--- src/rtl/alu_pkg.sv ---
// Shared definitions for the integer ALU and its issue stage: function codes,
// RV32I opcode values and the decoded entry carried through the issue buffer.
package alu_pkg;

  localparam int unsigned XLEN = 32;

  // ALU function code is {sub_sra, funct3}
  localparam logic [3:0] FN_ADD  = 4'h0;
  localparam logic [3:0] FN_SLL  = 4'h1;
  localparam logic [3:0] FN_SLT  = 4'h2;
  localparam logic [3:0] FN_SLTU = 4'h3;
  localparam logic [3:0] FN_XOR  = 4'h4;
  localparam logic [3:0] FN_SRL  = 4'h5;
  localparam logic [3:0] FN_OR   = 4'h6;
  localparam logic [3:0] FN_AND  = 4'h7;
  localparam logic [3:0] FN_SUB  = 4'h8;
  localparam logic [3:0] FN_SRA  = 4'hD;

  // Major opcodes handled by the issue stage
  localparam logic [6:0] OPC_OP     = 7'b0110011;
  localparam logic [6:0] OPC_OP_IMM = 7'b0010011;
  localparam logic [6:0] OPC_LUI    = 7'b0110111;
  localparam logic [6:0] OPC_AUIPC  = 7'b0010111;

  localparam logic [6:0] FUNCT7_BASE = 7'b0000000;
  localparam logic [6:0] FUNCT7_ALT  = 7'b0100000;

  // One decoded instruction as presented to the ALU
  typedef struct packed {
    logic [XLEN-1:0] x;
    logic [XLEN-1:0] y;
    logic [3:0]      fn;
    logic [4:0]      rd;
    logic            wen;
    logic            illegal;
  } issue_entry_t;

  // The alternate funct7 only selects SUB (funct3 0) or SRA (funct3 5);
  // anything else outside the base encoding is not an RV32I ALU op.
  function automatic logic funct7_legal(input logic [6:0] funct7,
                                        input logic [2:0] funct3);
    return (funct7 == FUNCT7_BASE) ||
           ((funct7 == FUNCT7_ALT) && ((funct3 == 3'd0) || (funct3 == 3'd5)));
  endfunction

endpackage

--- src/rtl/alu_decode.sv ---
// Combinational RV32I decoder: turns an instruction plus its operands into the
// ALU operand pair, function code and writeback information.
module alu_decode
  import alu_pkg::*;
(
  input  logic [31:0]  insn,
  input  logic [31:0]  pc,
  input  logic [31:0]  rs1_val,
  input  logic [31:0]  rs2_val,
  output issue_entry_t entry
);

  logic [6:0] opcode;
  logic [2:0] funct3;
  logic [6:0] funct7;
  logic [4:0] rd;
  logic [4:0] shamt;
  logic [31:0] imm_i;
  logic [31:0] imm_u;
  logic        legal;
  logic [31:0] x;
  logic [31:0] y;
  logic [3:0]  fn;

  // Register source fields are consumed upstream by the register file read
  logic unused_rs_fields;
  assign unused_rs_fields = ^insn[19:15];

  assign opcode = insn[6:0];
  assign rd     = insn[11:7];
  assign funct3 = insn[14:12];
  assign funct7 = insn[31:25];
  assign shamt  = insn[24:20];
  assign imm_i  = {{20{insn[31]}}, insn[31:20]};
  assign imm_u  = {insn[31:12], 12'b0};

  // Select operands and function code by opcode
  always_comb begin
    // NOTE: every always_comb output gets a default first so no path leaves it unassigned (no latch).
    legal = 1'b0;
    x     = '0;
    y     = '0;
    fn    = FN_ADD;
    unique case (opcode)
      OPC_OP: begin
        legal = funct7_legal(funct7, funct3);
        x     = rs1_val;
        y     = rs2_val;
        fn    = {funct7[5], funct3};
      end
      OPC_OP_IMM: begin
        x = rs1_val;
        if ((funct3 == 3'd1) || (funct3 == 3'd5)) begin
          legal = funct7_legal(funct7, funct3);
          y     = {27'b0, shamt};
          fn    = {insn[30], funct3};
        end else begin
          // insn[30] is immediate data here, so it never turns ADDI into SUB
          legal = 1'b1;
          y     = imm_i;
          fn    = {1'b0, funct3};
        end
      end
      OPC_LUI: begin
        legal = 1'b1;
        x     = '0;
        y     = imm_u;
        fn    = FN_ADD;
      end
      OPC_AUIPC: begin
        legal = 1'b1;
        x     = pc;
        y     = imm_u;
        fn    = FN_ADD;
      end
      default: legal = 1'b0;
    endcase
  end

  // Illegal entries still flow in order but carry no operands and no writeback
  always_comb begin
    entry         = '0;
    entry.rd      = rd;
    entry.illegal = !legal;
    entry.wen     = legal && (rd != 5'd0);
    if (legal) begin
      entry.x  = x;
      entry.y  = y;
      entry.fn = fn;
    end
  end

endmodule

--- src/rtl/alu_issue.sv ---
// Issue stage in front of the ALU: decodes each accepted instruction and holds
// it in a two-entry skid buffer so in_ready never depends on out_ready.
module alu_issue
  import alu_pkg::*;
(
  input  logic        clk,
  input  logic        rst_n,
  input  logic        flush,
  input  logic        in_valid,
  output logic        in_ready,
  input  logic [31:0] in_insn,
  input  logic [31:0] in_pc,
  input  logic [31:0] in_rs1_val,
  input  logic [31:0] in_rs2_val,
  output logic        out_valid,
  input  logic        out_ready,
  output logic [31:0] out_x,
  output logic [31:0] out_y,
  output logic [3:0]  out_fn,
  output logic [4:0]  out_rd,
  output logic        out_wen,
  output logic        out_illegal
);

  issue_entry_t dec_entry;
  issue_entry_t main_q;
  issue_entry_t skid_q;
  logic         main_valid;
  logic         skid_valid;
  logic         in_xfer;
  logic         out_xfer;
  logic         main_free;

  alu_decode u_decode (
    .insn    (in_insn),
    .pc      (in_pc),
    .rs1_val (in_rs1_val),
    .rs2_val (in_rs2_val),
    .entry   (dec_entry)
  );

  // in_ready comes straight from the skid valid flop, never from out_ready
  assign in_ready  = !skid_valid;
  assign in_xfer   = in_valid && in_ready;
  assign out_xfer  = main_valid && out_ready;
  assign main_free = out_xfer || !main_valid;

  // Valid bits: flush empties both; main refills from skid first, then input
  always_ff @(posedge clk or negedge rst_n) begin
    // NOTE: sequential state uses non-blocking assignments so every flop samples pre-edge values.
    if (!rst_n) begin
      main_valid <= 1'b0;
      skid_valid <= 1'b0;
    end else if (flush) begin
      main_valid <= 1'b0;
      skid_valid <= 1'b0;
    end else if (main_free) begin
      main_valid <= skid_valid || in_xfer;
      skid_valid <= 1'b0;
    end else if (in_xfer) begin
      skid_valid <= 1'b1;
    end
  end

  // Main payload: loads whenever main is free and something is available
  always_ff @(posedge clk or negedge rst_n) begin
    // NOTE: payload registers are reset because the outputs must read zero out of reset; otherwise they would need no reset.
    if (!rst_n) begin
      main_q <= '0;
    end else if (!flush && main_free) begin
      if (skid_valid) begin
        main_q <= skid_q;
      end else if (in_xfer) begin
        main_q <= dec_entry;
      end
    end
  end

  // Skid payload: catches an accepted entry while main is held
  always_ff @(posedge clk or negedge rst_n) begin
    if (!rst_n) begin
      skid_q <= '0;
    end else if (!flush && !main_free && in_xfer) begin
      skid_q <= dec_entry;
    end
  end

  assign out_valid   = main_valid;
  assign out_x       = main_q.x;
  assign out_y       = main_q.y;
  assign out_fn      = main_q.fn;
  assign out_rd      = main_q.rd;
  assign out_wen     = main_q.wen;
  assign out_illegal = main_q.illegal;

endmodule
--- config.mk ---
export PLATFORM = sky130hd
export DESIGN_NAME = alu_issue
export DESIGN_NICKNAME = d
export VERILOG_FILES = /design/src/rtl/alu_pkg.sv /design/src/rtl/alu_decode.sv /design/src/rtl/alu_issue.sv
export SDC_FILE = /design/constraint.sdc
export NUM_CORES = 1
export LEC_CHECK = 0
export BUFFER_PORTS_ARGS = -buffer_cell sky130_fd_sc_hd__buf_2
export CAP_MARGIN = 20
export CORE_ASPECT_RATIO = 0.6
export CORE_MARGIN = 2
export CORE_UTILIZATION = 56
export DETAILED_ROUTE_END_ITERATION = 8
export GPL_TIMING_DRIVEN = 0
export PLACE_DENSITY = 0.85
export SLEW_MARGIN = 20
export SYNTH_ARGS = -nofsm -noshare
export SYNTH_HDL_FRONTEND = slang
export SYNTH_SLANG_ARGS = --single-unit
--- constraint.sdc ---
create_clock -name clk -period 5.6 [get_ports clk]
set_input_delay 1.12 -clock clk [delete_from_list [all_inputs] [get_ports clk]]
set_output_delay 1.12 -clock clk [all_outputs]
set_load 0.02 [all_outputs]
==> results of run 1 <==
per-layer routing:
metal / track usage / share of wire
met4: 0.107 / 0.019
met2: 0.471 / 0.43
met1: 0.501 / 0.45
met3: 0.0875 / 0.10
met5: 0 / 0
area by class of cell:
| class | count | area [um^2] | area share |
|---|---|---|---|
| Sequential cell | 152 | 3800 | 0.411 |
| Multi-Input combinational cell | 487 | 3190 | 0.345 |
| Timing Repair Buffer | 210 | 1080 | 0.117 |
| Clock buffer | 18 | 429 | 0.0463 |
| Buffer | 78 | 345 | 0.0373 |
| Tap cell | 170 | 213 | 0.0230 |
| Clock inverter | 14 | 174 | 0.0188 |
| Inverter | 5 | 18.8 | 0.00203 |
synthesized netlist by cell type, drive strengths merged, types with 2 or more instances:
library cell  number  share of area
o21ai              8         0.0054
nor3               2         0.0020
inv                5         0.0025
mux2i             10          0.014
mux2               5         0.0076
and3              65          0.055
o22ai             25          0.021
o31ai             95           0.11
nand3              2         0.0014
a21oi             71          0.048
nand2             78          0.041
o41ai             37          0.050
buf                9          0.012
clkbuf            69          0.035
nor2b              3         0.0025
a22oi             38          0.039
and2              22          0.019
or3                2         0.0017
or4                2         0.0020
dfrtp            152           0.52
nor2              12         0.0061
cell families after synthesis:
family | synth area share
buf+inv | 0.0495
compound gates | 0.277
flops | 0.517
mux | 0.0212
simple gates | 0.136
flip-flops by register name, summed over array words and instances (netlist names):
signal,flops
out_x,32
out_rd,5
skid_valid,1
skid_q,75
out_illegal,1
out_wen,1
out_y,32
out_fn,4
out_valid,1
how the worst min path moves through the flow:
stage | startpoint | endpoint | slack, ns | cells after the start
detailed placement | skid_q[29]$_DFFE_PN0P_ | skid_q[29]$_DFFE_PN0P_ | 0.46 | 2
finish | skid_q[29]$_DFFE_PN0P_ | skid_q[29]$_DFFE_PN0P_ | 0.47 | 2
global placement | skid_q[65]$_DFFE_PN0P_ | skid_q[65]$_DFFE_PN0P_ | 0.45 | 2
floorplan | skid_q[73]$_DFFE_PN0P_ | skid_q[73]$_DFFE_PN0P_ | 0.44 | 2
global route | skid_q[65]$_DFFE_PN0P_ | skid_q[65]$_DFFE_PN0P_ | 0.49 | 2
CTS | skid_q[37]$_DFFE_PN0P_ | skid_q[37]$_DFFE_PN0P_ | 0.47 | 2
power by group:
| part | switching [uW] | internal (uW) | leakage (uW) |
|---|---|---|---|
| clock | 474 | 704 | 0.000283 |
| sequential | 17.8 | 1130 | 0.00209 |
| combinational | 203 | 104 | 0.00223 |
layout by cell type, fill, tap and decap left out, types with 2 or more instances in the layout:
| cell | netlist | routed |
|---|---|---|
| sky130_fd_sc_hd__buf_2 | 0 | 208 |
| sky130_fd_sc_hd__dfrtp_1 | 152 | 152 |
| sky130_fd_sc_hd__o31ai_1 | 81 | 81 |
| sky130_fd_sc_hd__nand2_1 | 77 | 77 |
| sky130_fd_sc_hd__a21oi_1 | 71 | 71 |
| sky130_fd_sc_hd__clkbuf_1 | 69 | 70 |
| sky130_fd_sc_hd__and3_1 | 65 | 65 |
| sky130_fd_sc_hd__a22oi_1 | 38 | 38 |
| sky130_fd_sc_hd__o41ai_1 | 31 | 31 |
| sky130_fd_sc_hd__o22ai_1 | 25 | 25 |
| sky130_fd_sc_hd__and2_1 | 21 | 21 |
| sky130_fd_sc_hd__clkbuf_16 | 0 | 17 |
| sky130_fd_sc_hd__o31ai_2 | 14 | 14 |
| sky130_fd_sc_hd__nor2_1 | 12 | 12 |
| sky130_fd_sc_hd__mux2i_1 | 10 | 10 |
| sky130_fd_sc_hd__o21ai_0 | 8 | 8 |
| sky130_fd_sc_hd__buf_6 | 7 | 7 |
| sky130_fd_sc_hd__o41ai_2 | 6 | 6 |
| sky130_fd_sc_hd__mux2_2 | 5 | 5 |
| sky130_fd_sc_hd__inv_1 | 4 | 4 |
| sky130_fd_sc_hd__clkinvlp_4 | 0 | 4 |
| sky130_fd_sc_hd__nor2b_1 | 3 | 3 |
| sky130_fd_sc_hd__clkinv_4 | 0 | 3 |
| sky130_fd_sc_hd__bufinv_16 | 0 | 3 |
| sky130_fd_sc_hd__nand3_1 | 2 | 2 |
| sky130_fd_sc_hd__or4_1 | 2 | 2 |
| sky130_fd_sc_hd__or3_1 | 2 | 2 |
| sky130_fd_sc_hd__buf_1 | 2 | 2 |
| sky130_fd_sc_hd__clkinv_2 | 0 | 2 |
| sky130_fd_sc_hd__inv_6 | 0 | 2 |
critical path, delay by kind of cell:
kind	cells	cell delay, ns
buffers and inverters	3	0.84
AO/OA/AOI/OAI	3	0.80
AND/OR/NAND/NOR	1	0.46
through the flow:
step / setup slack (ns) / hold slack, ns / std cells
floorplan: 2.82 / 0.440 / 722
global route: 2.50 / 0.491 / 1134
global placement: 1.22 / 0.451 / 1101
CTS: 2.76 / 0.472 / 1134
detailed placement: 2.38 / 0.459 / 1102
finish: 2.69 / 0.470 / 1134
==> metrics list, run 1 <==
* Number of instances in the synthesized netlist: 722
- Post-cts repair resize count: 0
* Clock H-tree levels: 4
- A synthesized cell averages between 10 and 15 um^2.
* Critical register-to-register path endpoint: out_x[30]$_DFFE_PN0P_
* I/O pin cnt: 210
* Final critical path time including I/O delays and setup: 2.91 ns
- Wire length per cell after detailed routing: 20.4 um
* Max Freq: about 340 MHz
- Mean number of vias per cell: approximately 6.3
* Number of buffers between clock root and the deepest sink: 2
- Input and output buffers added on the ports amount to around 210.
* Initial antenna violation count: 0
- TritonCTS built the clock tree.
- Post-synth cell types: 38
- Initial core utilization: 0.573
* Clock slew at the register clock pins of the worst setup and hold paths: 0.06 ns
- Antenna violation net count after detailed routing: 0
- The critical path goes through buf_2, clkbuf_1, nor2_1, a21o_1, clkbuf_1, o22ai_1, o31ai_1.
- Hold-fix buffers, CTS: 0
- P_leak: about 0.0046 uW
* DRC: 0
- Clock tree sinks: about 150
* Number of cells on the worst reg-to-reg path: 7
- Max-cap violations in this run came to 0.
- Flops & latches, synth: 152
- Of the synthesized area, sequential elements account for 0.517.
* Crit path top cell by count: sky130_fd_sc_hd__clkbuf_1
- The critical path is of the primary input to flop type.
- Global-route wire length before repair: roughly 37 mm
* Highest-delay cell along the critical path: sky130_fd_sc_hd__nor2_1
* CORE AREA: 12,900 um^2
- Fill cells in the final layout number around 960.
- The tightest min-delay check is of the flop to flop type.
- Util after Layout: 0.721
* Minimum setup slack among reg-to-reg paths: 2.97 ns
- The congestion estimate from routability-driven global placement came to between 0.9 and 1.
- The worst register-to-register path begins at skid_valid$_DFFE_PN0P_.
* Worst Path Max Fanout: 10
- The count of endpoints failing hold in the final timing report came to 0.
- STA classifies the critical path startpoint as a primary input.
* Power consumption: between 2000 and 3000 uW
* Overall via count from detail_route: 7,151
- The critical path starts at in_insn[5].
* Placed wire-length estimate after detailed placement: about 17 mm
* IR Drop Worst-Case VDD: between 0.2 and 0.25 mV
- Signed area change from the synthesized netlist to the final layout: 25.8%
- On the worst path, the slowest cell contributes a delay of 0.46 ns.
* Number of cell rows: 32
- Category of the worst setup path capture point: flop
- The finished cells cover ~9000 um^2.
* Share of cells above drive strength 1: 0.290
- Number of warnings reported in the yosys synthesis log: 0
* Cell area power density: about 280 nW/um^2
- TritonCTS Buffers: 17
- After global routing the overflow that remains totals 0.
- At the pin with the least slew margin, the transition time is about 0.76 ns.
- Number of enable flip-flop cells after synthesis: 0
- The repair_antennas step left the layout with diodes totalling 0.
- The max-slew violation count is 0.
* Area of the mapped netlist: roughly 7400 um^2
- CTS placed an instance of sky130_fd_sc_hd__clkbuf_16 at the clock tree root.
- All-layer global routing usage: 0.333
* Async set-reset flop share out of synthesis: 1.00
- In the finished design, the share of the clock period the worst path needs comes to 0.519.
- The critical path ends at out_y[15]$_DFFE_PN0P_.
- The number of global-route vias before repair was around 7,000.
* Worst-Skew Late Latency: roughly 0.42 ns
- Wires add up to between 20 and 25 mm.
* Final setup violation count: 0
- In this run, the number of DRC markers left after iteration 0 of detailed routing was about 800.
- Die area: 14,100 um^2
- The floorplan step set the die height to slightly above 90 um.
- In this run the horizontal extent of the chip is 152 um.
- Placed cell area: ~8700 um^2
- Final setup skew: around 0.0081 ns
* Worst slew slack as a fraction of its limit: 0.492
- Synthesis produced a netlist with a net count of between 800 and 900.
- Setup repair after global routing left no endpoint under its margin.
* Worst path required time: 5.91 ns
* Count of buffers added by post-CTS timing repair for setup: 0
- Fin Setup TNS: 0 ns
- Maximum number of pins on one net before global-route repair: 86
- The most used flip-flop cell after synthesis is sky130_fd_sc_hd__dfrtp_1.
* Crit path arrival time: between 3 and 4 ns
- The pre-antenna-repair detailed-routing pass consisted of 5 iterations.
- Outcome: complete, no violations
- In the final design database the tool counted around 1,100 nets.
No activity file was read; power rests on OpenSTA's default activity.
==> run 2: changes to the inputs <==
--- a/config.mk
+++ b/config.mk
@@ -5,14 +5,15 @@
 export SDC_FILE = /design/constraint.sdc
 export NUM_CORES = 1
 export LEC_CHECK = 0
+export ABC_AREA = 1
 export BUFFER_PORTS_ARGS = -buffer_cell sky130_fd_sc_hd__buf_2
 export CAP_MARGIN = 20
 export CORE_ASPECT_RATIO = 0.6
 export CORE_MARGIN = 2
-export CORE_UTILIZATION = 56
+export CORE_UTILIZATION = 48
 export DETAILED_ROUTE_END_ITERATION = 8
 export GPL_TIMING_DRIVEN = 0
-export PLACE_DENSITY = 0.85
+export PLACE_DENSITY = 0.77
 export SLEW_MARGIN = 20
 export SYNTH_ARGS = -nofsm -noshare
 export SYNTH_HDL_FRONTEND = slang
==> constraint.sdc (replaced) <==
create_clock -name clk -period 2.5 [get_ports clk]
set_input_delay 0.5 -clock clk [delete_from_list [all_inputs] [get_ports clk]]
set_output_delay 0.5 -clock clk [all_outputs]
set_load 0.02 [all_outputs]
==> run 2 against run 1 <==
Critical path depth increased by 1. Combinational power increased by 110%. Final cell count increased by 39%. Clock power increased by 120%. Design area increased by 5.7%. Setup slack got worse by 2.4 ns. Critical endpoint is now out_x[6]$_DFFE_PN0P_. Largest power group is now sequential cells.
==> metrics list, run 2 <==
- The flow ran to the end, and the final reports show no timing, DRC or antenna violations.
- The endpoint identified for the worst register-to-register timing path is out_x[6]$_DFFE_PN0P_.
- The layout cell share with drive strength beyond 1 came to 0.201 (-0.0891).
- Syn_nets: 1,259 (+47%)
- Final critical path time including I/O delays and setup: approximately 2.2 ns
- I/O pin cnt: 210 (unchanged)
- Area of the mapped netlist: 7870 um^2 (+6.9%)
- Post-synth cell types: 25 (-34%)
- The total cell area at the placement stage came to 9220 um^2 (+6.4%).
* Final setup violation count: 0 (unchanged)
- TritonCTS built the clock tree.
- The commonest cells after synthesis are 521 x sky130_fd_sc_hd__nand2_1, 152 x sky130_fd_sc_hd__dfrtp_1, 142 x sky130_fd_sc_hd__nor2_1.
- Commonest cells after routing, fill and taps aside: 521 x sky130_fd_sc_hd__nand2_1, 223 x sky130_fd_sc_hd__buf_2, 152 x sky130_fd_sc_hd__dfrtp_1
* Async set-reset flop share out of synthesis: 1.00 (unchanged)
* Count of input and output buffers: 209 (unchanged)
* Unrepaired setup endpoints after global routing: no
* Util after Layout: 0.607 (-0.114)
- Relative to the synthesized area, the layout overhead comes to 24.3%.
- The worst setup slack before clock tree synthesis was 0.205 ns (-2.17 ns).
- In the finished design, the share of the clock period the worst path needs comes to 0.869.
* Antenna violation net count after detailed routing: 0 (unchanged)
- The register area share after synthesis came to 0.483 (-0.0333).
- The overall die area was 17,500 um^2 (+24%).
- Number of instances in the synthesized netlist: 1,126 (+56%)
* Final setup skew: 0.0139 ns (+0.00582 ns)
- The number of enable flip-flop cells after synthesis came to 0 (unchanged).
- The signal arrival time at the worst endpoint came to 2.48 ns (-0.74 ns).
- The met3 global-route usage came to 0.0460 (-0.0415).
- Synth area leaders: sky130_fd_sc_hd__dfrtp_1 48%, sky130_fd_sc_hd__nand2_1 25%, sky130_fd_sc_hd__nor2_1 6.8%, sky130_fd_sc_hd__nand3_1 5.9%, sky130_fd_sc_hd__o21ai_1 4.4%
* Post-layout worst setup margin: 0.327 ns (-2.37 ns)
* Mean cell area of the mapped netlist: 6.99 um^2 (-31%)
* Primary flip-flop cell chosen by synthesis mapping: sky130_fd_sc_hd__dfrtp_1
* Met2 usage: 0.415 (-0.0553)
- The power consumption came to 5810 uW (+120%).
* Worst Hold Class: primary input to asynchronous set/reset pin
- Largest reg by FF count: skid_q
* Number of design-rule violations left by the first detailed-router iteration: 765 (-3.9%)
- Based on the critical path, the design can be clocked at up to between 400 and 500 MHz.
- The detailed placement HPWL was 17.5 mm (+4.5%).
* Number of hold violations in the final report: 0 (unchanged)
- Area share of the largest cell type after synthesis: 0.483 (-0.0333)
* Hold-fix buffers, CTS: 0 (unchanged)
- Net total in the final layout: 1,487 (+37%)
- The post-detailed-routing wire length was 23.9 mm (+3.5%).
* Largest area contributor in the synthesized netlist: sky130_fd_sc_hd__dfrtp_1
* Overall via count from detail_route: 8,069 (+13%)
- Initial core utilization: 0.488 (-0.0848)
- The static leakage power is 0.00595 uW (+29%).
* Cell area power density: 594 nW/um^2 (+110%)
- Worst slew slack as a fraction of its limit: 0.546 (+0.0538)
- The worst setup path is launched from a flop.
* Post-cts repair resize count: 0 (unchanged)
* Category of the worst setup path capture point: flop
- The transition time at the pin with the least slew margin is 0.681 ns (-0.0766 ns).
* Minimum setup slack among reg-to-reg paths: 0.33 ns (-2.64 ns)
- The number of post-CTS setup repair buffers was 0 (unchanged).
* IR Drop Worst-Case VDD: 0.359 mV (+65%)
- The deepest clock path buffer count came to 2 (unchanged).
- First-pass detailed-route iteration total: 5 (unchanged)
* Design Area, Final: 9790 um^2 (+5.7%)
* Wire length per cell after detailed routing: 15.2 um (-26%)
* Final GP Congestion: 0.957 (+1.7%)
- The initial antenna violation count came to 1 (+1).
- TritonCTS Buffers: 17 (unchanged)
- The die boundary height came to 103 um (+11%).
- Leaving out fill and tap cells, the most frequent cell in the layout is sky130_fd_sc_hd__nand2_1.
- The post-route DRC violation count was 0 (unchanged).
* GR Util met1: 0.429 (-0.0723)
- Vias in the first global route: 7,348 (+5.3%)
* Fin Setup TNS: 0 ns (unchanged)
* Launch instance of the worst register-to-register path: skid_valid$_DFFE_PN0P_
- CORE AREA: 16,100 um^2 (+25%)
- The max-cap check violation count is 0 (unchanged).
- The number of clock sinks seen by CTS was 152 (unchanged).
* Number of cell rows: 36 (+13%)
- The largest fanout on the critical path is 19 (+9).
* Die W: 169 um (+11%)
* Total gr overflow: 0 (unchanged)
* Worst Setup Path Type: flop to flop
- Number of warnings reported in the yosys synthesis log: 0 (unchanged)
* Clk Tree Root Cell: sky130_fd_sc_hd__clkbuf_16
- The global routing stage identified its most utilized layer as met1.
* Number of cells on the worst reg-to-reg path: 8 (+1)
- The largest net degree at the start of global routing is 80 (-7.0%).
- In the post-synthesis netlist, the cell with the most instances is sky130_fd_sc_hd__nand2_1.
- Max Transition Viols Final: 0 (unchanged)
- Worst-Skew Late Latency: 0.43 ns (about the same)
- The detail-routed via count per cell came to 5.12 (-19%).
- All-layer global routing usage: 0.277 (-0.0562)
- The layout filler cell count is 1,525 (+59%).
* Clock slew at the register clock pins of the worst setup and hold paths: 0.07 ns (about the same)
- Flops & latches, synth: 152 (unchanged)
* Largest register FFs: 75 (unchanged)
- Clock H-tree levels: 4 (unchanged)
- The required time reported for the critical path endpoint came to 2.80 ns (-3.11 ns).
* Global-route wire length before repair: 37.6 mm (+1.5%)
-- run 2: worst max-delay path by stage --
stage                      startpoint                      to
3_5_place_dp                out_ready  skid_q[65]$_DFFE_PN0P_
5_1_grt        skid_valid$_DFFE_PN0P_   out_x[25]$_DFFE_PN0P_
4_1_cts        skid_valid$_DFFE_PN0P_                in_ready
2_1_floorplan             in_insn[13]   out_y[12]$_DFFE_PN0P_
3_3_place_gp                    rst_n   out_y[21]$_DFFE_PN0P_
6_report       skid_valid$_DFFE_PN0P_    out_x[6]$_DFFE_PN0P_
-- run 2: layout make-up --
type | count | area (um^2) | area share
antenna | 1 | 2.50 | 0.000256
sequential | 152 | 3800 | 0.389
timing repair buffer | 210 | 1080 | 0.111
inverter | 30 | 113 | 0.0115
clock inverter | 13 | 133 | 0.0136
tap | 209 | 262 | 0.0267
multi-input combinational | 870 | 3620 | 0.370
buffer | 73 | 330 | 0.0338
clock buffer | 18 | 439 | 0.0449
-- run 2: cell families (layout without fill, tap and decap cells) --
kind of cell,Yosys count,in the layout,synth area share
and+or+nand+nor,766,766,0.387
DFF,152,152,0.483
other,0,1,0
AOI/OAI and AO/OA,99,99,0.0669
muxes,5,5,0.00636
buffers and inverters,104,344,0.0568
-- run 2: metrics by stage --
step	hold WS (ns)	instances
floorplan	0.204	1126
global placement	0.459	1544
detailed placement	0.460	1545
CTS	0.0534	1576
global route	0.0751	1575
finish	0.0394	1576
-- run 2: power by group --
| group | total, uW | switching (uW) | internal (uW) |
|---|---|---|---|
| Clock | 2540 | 1120 | 1420 |
| Combinational | 660 | 436 | 225 |
| Sequential | 2610 | 53.7 | 2560 |
-- run 2: critical path, stage by stage (launching register included) --
cell                      delay [ns]
sky130_fd_sc_hd__dfrtp_1        0.36
sky130_fd_sc_hd__buf_2          0.17
sky130_fd_sc_hd__inv_1          0.09
sky130_fd_sc_hd__buf_2          0.36
sky130_fd_sc_hd__buf_2          0.33
sky130_fd_sc_hd__buf_1          0.46
sky130_fd_sc_hd__nand2_1        0.13
sky130_fd_sc_hd__nand2_1        0.10
sky130_fd_sc_hd__nand2_1        0.06
-- run 2: per-layer routing --
layer,up-vias,share of wire
met5,-,0
met4,0,0.0057
met3,13,0.072
li1,3999,-
met1,3756,0.50
met2,301,0.43
==> run 3: changes to the inputs <==
--- a/config.mk
+++ b/config.mk
@@ -10,10 +10,11 @@
 export CAP_MARGIN = 20
 export CORE_ASPECT_RATIO = 0.6
 export CORE_MARGIN = 2
-export CORE_UTILIZATION = 48
+export CORE_UTILIZATION = 57
 export DETAILED_ROUTE_END_ITERATION = 8
 export GPL_TIMING_DRIVEN = 0
-export PLACE_DENSITY = 0.77
+export PLACE_DENSITY = 0.86
+export REMOVE_ABC_BUFFERS = 1
 export SLEW_MARGIN = 20
 export SYNTH_ARGS = -nofsm -noshare
 export SYNTH_HDL_FRONTEND = slang
==> constraint.sdc (replaced) <==
create_clock -name clk -period 2.6 [get_ports clk]
set_input_delay 0.52 -clock clk [delete_from_list [all_inputs] [get_ports clk]]
set_output_delay 0.52 -clock clk [all_outputs]
set_load 0.02 [all_outputs]
==> run 3 against run 2 <==
Non-clock buffer count fell by 67. Largest cell class unchanged. Critical endpoint is now in_ready. Utilization rose by 11 points. Count of clock-buffer cells in the layout rose by 1. Power rose by 2.7%. First-iteration DRC count fell by 19%. Die area fell by 15%. Sequential power fell by 3%. Design area fell by 0.81%. Flip-flop and latch count did not move. Sequential share of layout area rose by 0.32 points. Hold slack got worse by 0.033 ns. Setup slack got worse by 0.15 ns.
==> metrics list, run 3 (synthesized netlist as in run 2, its figures left out) <==
- The routability congestion estimate from global placement is 0.815 (-15%).
- Worst Hold Class: primary input to asynchronous set/reset pin
- The power consumption is 5970 uW (+2.7%).
- skid_q holds more flip-flops than any other register.
- The post-route standard cell area excluding fillers came to 9710 um^2 (-0.81%).
- Critical register-to-register path endpoint: out_fn[0]$_DFFE_PN0P_
- Clock network fraction of design power: 0.473 (+0.036)
- Placed cell area: 8990 um^2 (-2.5%)
- Number of buffers between clock root and the deepest sink: 2 (unchanged)
- Share of power burned in registers: 0.422 (-0.028)
* Clock H-tree levels: 4 (unchanged)
- First-pass detailed-route iteration total: 6 (+1)
* Count of input and output buffers: 209 (unchanged)
- The detail-routed via count per cell came to 5.35 (+4.4%).
- Area taken by flip-flops and latches: 3800 um^2 (unchanged)
* Final non-filler cell total: 1,475 (-6.4%)
- IR Drop Worst-Case VDD: 0.400 mV (+11%)
- Worst slew pin tran: 1.03 ns (+0.353 ns)
- Worst-Skew Late Latency: 0.41 ns (-0.02 ns)
- TritonCTS Buffers: 17 (unchanged)
- Total gr overflow: 0 (unchanged)
- The total core area is 13,600 um^2 (-16%).
* Number of hold violations in the final report: 0 (unchanged)
- Met3 routed WL: 1.95 mm (+13%)
- In the layout the commonest cells are 521 x sky130_fd_sc_hd__nand2_1, 208 x sky130_fd_sc_hd__buf_2, 152 x sky130_fd_sc_hd__dfrtp_1.
- Clk Tree Root Cell: sky130_fd_sc_hd__clkbuf_16
- The number of clock sinks seen by CTS is 152 (unchanged).
- Category of the worst setup path capture point: primary output
* Leading cell type in the layout, fill and taps excluded: sky130_fd_sc_hd__nand2_1
* Number of cell rows: 33 (-8.3%)
- Placed wire-length estimate after detailed placement: 13.3 mm (-24%)
- Worst Setup Path Type: flop to primary output
- Final clock period utilization by the worst path: 0.931
* Detailed-route wire length: 21.5 mm (-9.8%)
- The number of violations reported at the end of detailed-routing iteration 0 was 617 (-19%).
- Outcome: complete, no violations
- The remaining max-slew budget at the tightest pin was 0.310 (-0.236).
- The utilization after layout is 0.715 (+0.108).
- The highest cell delay on the worst timing path came to 0.55 ns (+0.09 ns).
- Worst setup path endpoint: in_ready
- The die boundary height came to 95.0 um (-7.9%).
* Switching part of the total: 0.246 (-0.0305)
* Final setup skew: 0.00877 ns (-0.00514 ns)
- Vias in the first global route: 7,029 (-4.3%)
- The power dissipated by switching net loads was 1470 uW (-8.6%).
- Unrepaired setup endpoints after global routing: no
* Detailed-routing wirelength on met1: 9.81 mm (-17%)
* All-layer global routing usage: 0.285 (+0.00761)
* Hold-fix buffers, CTS: 0 (unchanged)
* Worst path required time: 2.08 ns (-0.72 ns)
- The post-route DRC violation count is 0 (unchanged).
- Share of cells above drive strength 1: 0.199 (-0.00209)
* Wire length per cell after detailed routing: 14.6 um (-3.6%)
- The power density over the cells was 615 nW/um^2 (+3.5%).
- I/O pin cnt: 210 (unchanged)
- The x dimension of the die was 156 um (-8.0%).
- The max-slew violation count is 0 (unchanged).
- Signed area change from the synthesized netlist to the final layout: 23.3%
* P_leak: 0.00593 uW (-0.46%)
- Final critical path time including I/O delays and setup: 2.42 ns
* Antenna violation net count after detailed routing: 0 (unchanged)
* Area of combinational cells with multiple inputs: 3680 um^2 (+1.7%)
- The largest net degree at the start of global routing was 96 (+20%).
* Comb pwr share: 0.105 (-0.009)
- Largest register FFs: 75 (unchanged)
- TritonCTS built the clock tree.
- The max-cap check violation count came to 0 (unchanged).
- Net total in the final layout: 1,422 (-4.4%)
- The register-to-register path setup slack was 0.40 ns (+0.07 ns).
- The internal power was 4500 uW (+7.0%).
* Fillcell total: 1,091 (-28%)
- The register clock-pin slew on the reported worst setup and hold paths came to 0.06 ns (about the same).
* Launch instance of the worst register-to-register path: skid_valid$_DFFE_PN0P_
* Beginning of the critical path: skid_valid$_DFFE_PN0P_
- Final setup violation count: 0 (unchanged)
* Number of cells after detailed placement: 1,442 (-6.7%)
- Total met2 wirelength after detailed routing: 9.55 mm (-5.9%)
- Uppermost routed layer: met4
* Die area: 14,800 um^2 (-15%)
* Highest-delay cell along the critical path: sky130_fd_sc_hd__dfrtp_1
- CP startpoint kind: flop
- Number of cells on the worst reg-to-reg path: 9 (+1)
- The largest fanout on the critical path is 83 (+64).
* ANT cells: 0 (-1)
- Max Freq: approximately 410 MHz
- Crit-path cells: inv_8, buf_16, buf_2
- Initial core utilization: 0.579 (+0.0913)
* Crit path arrival time: 1.90 ns (-0.58 ns)
* Global-route wire length before repair: 33.7 mm (-10%)
- Overall via count from detail_route: 7,886 (-2.3%)
- The initial antenna violation count came to 0 (-1).
-- run 3: metrics by stage --
step	hold WS (ns)	worst slack, ns	setup TNS [ns]
detailed placement	0.460	-0.779	-73.35
floorplan	0.224	-3.07	-251.99
global route	0.0473	0.0666	0
CTS	0.0315	0.00616	0
global placement	0.458	-5.48	-685.08
finish	0.00649	0.180	0
-- run 3: timing repair --
| action | 4_1_cts | 5_1_grt |
|---|---|---|
| setup buffers | 0 | 1 |
| gates resized for setup | 2 | 4 |
| gates cloned | 0 | 2 |
| endpoints found under the setup margin | 139 | 139 |
| endpoints found under the hold margin | 0 | 0 |
| pin swaps | 0 | 2 |
-- run 3: per-layer routing --
metal	up-vias	GRT usage
met1	3668	0.409
met5	-	0
li1	3847	-
met2	343	0.452
met3	28	0.0582
met4	0	0.0657
-- run 3: power by group through the flow --
stage | logic [uW] | clock network [uW] | registers, uW
floorplan | 234 | 0 | 2630
global placement | 594 | 0 | 2550
detailed placement | 612 | 0 | 2550
CTS | 617 | 2840 | 2520
global route | 695 | 2950 | 2530
finish | 625 | 2820 | 2520
-- run 3: worst min-delay path by stage --
stage | from | endpoint | depth (start not counted)
3_3_place_gp | out_y[1]$_DFFE_PN0P_ | out_y[1]$_DFFE_PN0P_ | 2
4_1_cts | rst_n | out_y[20]$_DFFE_PN0P_ | 1
6_report | rst_n | out_y[20]$_DFFE_PN0P_ | 1
2_1_floorplan | rst_n | out_fn[0]$_DFFE_PN0P_ | 0
3_5_place_dp | out_y[16]$_DFFE_PN0P_ | out_y[16]$_DFFE_PN0P_ | 2
5_1_grt | rst_n | out_y[20]$_DFFE_PN0P_ | 1
-- run 3: final cells by class --
class                   instances  share of cell area
well taps                     175              0.0226
clock inverters                11              0.0226
inverters                      30              0.0129
flip-flops and latches        152               0.392
repair buffers                216               0.125
multi-input cells             872               0.379
clock buffers                  19              0.0456
-- run 3: worst max-delay path, delay by kind of cell, from the launching register on --
kind	cells	cell delay, ns
buffers and inverters	3	0.91
flip-flops	1	0.55
